`src/rtl/marc_mem_pkg.sv`:
```
// marc_mem_pkg: shared states, size encodings and byte-enable constants for the memory access unit
package marc_mem_pkg;
  typedef enum logic [1:0] {IDLE, REQ, DONE, ERR} state_t;
  localparam logic SIZE_BYTE = 1'b0;
  localparam logic SIZE_WORD = 1'b1;
  localparam logic [1:0] BE_LO = 2'b01;
  localparam logic [1:0] BE_HI = 2'b10;
  localparam logic [1:0] BE_WORD = 2'b11;
endpackage

```
`src/rtl/mem_lane_steer.sv`:
```
// mem_lane_steer: byte-lane steering for stores and lane select/zero-extend for loads
module mem_lane_steer (
  input  logic        st_size,
  input  logic        st_a0,
  input  logic [15:0] wdata,
  output logic [1:0]  be,
  output logic [15:0] st_data,
  input  logic        ld_size,
  input  logic        ld_a0,
  input  logic [15:0] rd_in,
  output logic [15:0] rd_out
);
  import marc_mem_pkg::*;
  // store byte replicates into both lanes so the enable alone picks the target byte
  always_comb begin
    be = (st_size == SIZE_WORD) ? BE_WORD : (st_a0 ? BE_HI : BE_LO);
    st_data = (st_size == SIZE_WORD) ? wdata : {wdata[7:0], wdata[7:0]};
    rd_out = (ld_size == SIZE_WORD) ? rd_in : {8'h00, ld_a0 ? rd_in[15:8] : rd_in[7:0]};
  end
endmodule

```
`src/rtl/mem_access_unit.sv`:
```
// mem_access_unit: request/acknowledge load/store engine with alignment check and bounded ack wait
module mem_access_unit #(
  parameter int TIMEOUT = 16
) (
  input  logic        clk,
  input  logic        reset,
  input  logic        start,
  input  logic        we,
  input  logic        size,
  input  logic [15:0] addr,
  input  logic [15:0] wdata,
  output logic        busy,
  output logic        done,
  output logic        error,
  output logic [15:0] rdata,
  output logic        mem_req,
  output logic        mem_we,
  output logic [14:0] mem_addr,
  output logic [1:0]  mem_be,
  output logic [15:0] mem_wdata,
  input  logic [15:0] mem_rdata,
  input  logic        mem_ack
);
  import marc_mem_pkg::*;
  localparam logic [7:0] LAST = 8'(TIMEOUT - 1);
  state_t      state_q, state_d;
  logic [7:0]  cnt_q, cnt_d;
  logic        size_q, size_d, a0_q, a0_d, mem_we_q, mem_we_d;
  logic [14:0] mem_addr_q, mem_addr_d;
  logic [1:0]  mem_be_q, mem_be_d, be_s;
  logic [15:0] mem_wdata_q, mem_wdata_d, rdata_q, rdata_d, wd_s, rd_s;
  mem_lane_steer u_steer (
    .st_size(size), .st_a0(addr[0]), .wdata(wdata), .be(be_s), .st_data(wd_s),
    .ld_size(size_q), .ld_a0(a0_q), .rd_in(mem_rdata), .rd_out(rd_s)
  );
  // next-state: latch the request in IDLE, wait for ack or timeout in REQ, single-cycle DONE/ERR
  always_comb begin
    state_d = state_q;
    cnt_d = cnt_q;
    size_d = size_q;
    a0_d = a0_q;
    mem_we_d = mem_we_q;
    mem_addr_d = mem_addr_q;
    mem_be_d = mem_be_q;
    mem_wdata_d = mem_wdata_q;
    rdata_d = rdata_q;
    if (state_q == IDLE && start) begin
      size_d = size;
      a0_d = addr[0];
      mem_we_d = we;
      mem_addr_d = addr[15:1];
      mem_be_d = be_s;
      mem_wdata_d = wd_s;
      cnt_d = 8'd0;
      state_d = (size == SIZE_WORD && addr[0]) ? ERR : REQ;
    end else if (state_q == REQ) begin
      if (mem_ack) begin
        state_d = DONE;
        rdata_d = mem_we_q ? rdata_q : rd_s;
      end else if (cnt_q == LAST) begin
        state_d = ERR;
      end else begin
        cnt_d = cnt_q + 8'd1;
      end
    end else if (state_q != IDLE) begin
      state_d = IDLE;
    end
  end
  // state and output registers; reset clears everything without waiting for a clock
  always_ff @(posedge clk or negedge reset) begin
    if (!reset) begin
      state_q <= IDLE;
      cnt_q <= 8'd0;
      size_q <= 1'b0;
      a0_q <= 1'b0;
      mem_we_q <= 1'b0;
      mem_addr_q <= 15'd0;
      mem_be_q <= 2'b00;
      mem_wdata_q <= 16'h0000;
      rdata_q <= 16'h0000;
    end else begin
      state_q <= state_d;
      cnt_q <= cnt_d;
      size_q <= size_d;
      a0_q <= a0_d;
      mem_we_q <= mem_we_d;
      mem_addr_q <= mem_addr_d;
      mem_be_q <= mem_be_d;
      mem_wdata_q <= mem_wdata_d;
      rdata_q <= rdata_d;
    end
  end
  assign busy = state_q != IDLE;
  assign done = state_q == DONE || state_q == ERR;
  assign error = state_q == ERR;
  assign mem_req = state_q == REQ;
  assign mem_we = mem_req & mem_we_q;
  assign mem_addr = mem_addr_q;
  assign mem_be = mem_be_q;
  assign mem_wdata = mem_wdata_q;
  assign rdata = rdata_q;
endmodule
```
`config.mk`:
```
export PLATFORM = sky130hd
export DESIGN_NAME = mem_access_unit
export DESIGN_NICKNAME = d
export VERILOG_FILES = /design/src/rtl/marc_mem_pkg.sv /design/src/rtl/mem_lane_steer.sv /design/src/rtl/mem_access_unit.sv
export SDC_FILE = /design/constraint.sdc
export NUM_CORES = 1
export LEC_CHECK = 0
export CORE_MARGIN = 2
export CORE_UTILIZATION = 39
export DETAILED_ROUTE_END_ITERATION = 10
export PLACE_DENSITY = 0.74
export SLEW_MARGIN = 5
export SYNTH_ARGS = -nofsm -noshare
export SYNTH_HDL_FRONTEND = slang
export SYNTH_SLANG_ARGS = --single-unit
```
`constraint.sdc`:
```
create_clock -name clk -period 2 [get_ports clk]
set_input_delay 0.2 -clock clk [delete_from_list [all_inputs] [get_ports clk]]
set_output_delay 0.2 -clock clk [all_outputs]
set_load 0.05 [all_outputs]
```
==> flow_summary.yaml <==
final_layout:
  layout.nets: 451
  num_antenna_cells: 0
  final_cells: 481
  fill_cells: 573
  drive_gt1_share_pct: 9.48
  syn_to_final_growth_pct: 54.6
cts:
  h-tree-depth: 3
  cts_made_buffers: 9
  insertion_delay_ns: 0.33
  cts_root_buf: "clkbuf_8"
  cts.clk_slew.worst_paths_ns: 0.06
  cts_sinks: 62
  clk_path_buf_depth: 2
  cts_tree: "built"
pwr:
  leakage_nw: 1.93
  powerDensity_nw_per_um2: 1750
  irDropWorstVdd_mv: 1.01
timing:
  tns_ns: 0
  timing.fmax_mhz: 538
  setup_viol: 0
  fin_skew_ns: 0.00521
  tightest_slew_ns: 0.562
  min_period_ns: 1.86
  relSlewSlack_pct: 62.5
  whs_ns: 0.401
  fin_crit_sh_pct: 92.9
  hold_viol: 0
  rsz0062_at_grt: "false"
  maxSlewViolCount: 0
grt:
  grt_pass1_wl_um: 10600
  grt_max_degree: 35
  antenna_found_initial: 0
  grtUsageTotal_pct: 18.0
  grt_pass1_vias: 2253
  grt_overflow: 0
floorplanning:
  start_util_pct: 39.6
  fp.dieArea_um2: 7470
  fp.dieH_um: 86.4
  core_um2: 6680
  fp.dieW_um: 86.4
  io_pins: 108
  num_rows: 30
critical_path:
  cp_slowest_cell: "clkdlybuf4s50_1"
  critPathMaxFanout: 8
  critical_path.top_delay_family: "buffers and inverters"
  critPathLaunchType: "flop"
  crit_path_cell_trace: "clkdlybuf4s50_1"
  crit_arrival_ns: 1.66
  endpoint_kind: "output pin"
  cp_num_buf_inv: 1
  slowest_delay_ns: 0.85
  cp.required_ns: 1.80
  crit_type: "flop to output pin"
synth:
  yosysWarningCount: 0
  syn_area_um2: 2650
  synth_cell_types: 29
  yosysMostFrequentCell: "nand2_1"
  synth-edff-count: 0
  ys_ff_latch: 62
  synthArstFlopShare_pct: 100
  avgSynthCellArea_um2: 9.43
  syn_inst: 281
  yosys.area.top_type: "dfrtp_1"
  ys.flop_type: "dfrtp_1"
  synth_top_area_share_pct: 58.6
  synth.yosys.seq_area_share_pct: 58.6
  synth_commonest_cells: "nand2_1 (103), dfrtp_1 (62), o21ai_0 (25)"
  syn-num-nets: 336
  synthTopCellsByArea: "dfrtp_1 (59%), nand2_1 (15%), mux2i_1 (6.0%), o21ai_0 (4.7%), nor2_1 (2.0%)"
drt:
  route.met2.wl_um: 3240
  wl_per_cell_um: 13.5
  top_layer: "met4"
  totalWireLength_um: 6510
  m1WireLength_um: 2740
  drc: 0
  vias: 2337
  drt_iter0_drc: 88
  antenna_left: 0
  met3_length_um: 441
  dr.pass1.iters: 4
  drt-vias-per-instance: 4.86
placement:
  place_inst: 464
  hpwlAfterDp_um: 4670
  port_buffers: 107
  gp_congestion: 0.785
run_status:
  status: "complete, no violations"
job:
  maxCapViolations: 0
worst_hold_path:
  hp-class: "primary input to flop"
-- kinds of logic (layout without fill, tap and decap cells) --
family	Yosys count	in the layout	synth area share, %
mux	17	17	6.47
compound gates	43	43	9.31
fa+ha+maj	1	1	0.472
buf+inv	18	138	2.74
simple gates	140	140	22.4
flops	62	62	58.6
-- worst paths after layout --
path,end,slack (ns),startpoint,cells past startpoint
max reg2reg,cnt_q[3],0.32,cnt_q[0],6
min reg2reg,a0_q,0.47,a0_q,2
max,done,0.14,state_q[1],1
min,mem_addr[5],0.40,addr[6],3
min in group asynchronous,mem_wdata[10],0.42,reset,2
max in group asynchronous,rdata[2],0.99,reset,3
-- area by class of cell --
type | instances | area (um^2) | share of cell area (%)
inverters | 3 | 11.3 | 0.275
flip-flops and latches | 62 | 1550 | 37.9
repair buffers | 119 | 1180 | 28.8
clock inverters | 3 | 40.0 | 0.978
multi-input cells | 201 | 1030 | 25.2
well taps | 80 | 100 | 2.44
clock buffers | 13 | 179 | 4.37
-- placed cells by master (no fill, tap or decap), drive strengths merged --
cell type      count
and2               2
nand3b             2
a41oi              1
bufinv             1
a21oi             11
buf               14
ha                 1
dlygate4sd3        1
nor2              15
a31oi              3
nand2            103
or2                1
nand4              2
o21ba              1
clkinv             2
nor4               1
mux2i             16
clkdlybuf4s50    102
nor3b              3
clkbuf            13
and3               5
dfrtp             62
inv                3
dlygate4sd2        1
o21ai             25
nand3              2
or3b               1
nor3               1
a211o              2
dlymetal6s2s       1
nor2b              2
mux2               1
-- state kept, by name, indices dropped and copies added, names as in the netlist --
signal / cells
mem_addr: 15
mem_wdata: 16
a0_q: 1
mem_be: 2
size_q: 1
state_q: 2
cnt_q: 8
rdata: 16
mem_we_q: 1
-- metal layers --
metal,GRT usage [%],up-vias
met5,0,-
met3,5.43,8
met2,30.8,76
met1,21.3,1094
met4,6.68,0
li1,-,1159
-- power breakdown --
group          switching (mW)  internal, mW  total [mW]  leakage [nW]
Sequential              0.329          1.76        2.09         0.771
Combinational            2.58          1.31        3.89          1.04
Clock                   0.461         0.708        1.17         0.115
-- timing repair --
item / CTS / global route
buffers inserted: 0 / 0
setup endpoints to repair: 1 / 1
gates resized for setup: 1 / 1
hold buffers: 1 / 0
hold endpoints to repair: 20 / 0
-- per-stage QoR --
| stage | setup WS [ns] | power [mW] | cell area [um^2] | util [%] |
|---|---|---|---|---|
| final | 0.143 | 7.15 | 4090 | 61.3 |
| after floorplan | 0.330 | 4.61 | 2650 | - |
| after CTS | 0.0169 | 7.22 | 4090 | 61.2 |
| after global placement | 0.255 | 5.96 | 3860 | 57.8 |
| after detailed placement | 0.202 | 6.04 | 3860 | 57.8 |
| after global routing | 0.0941 | 7.55 | 4090 | 61.3 |
(Power assumes the default switching activity.)
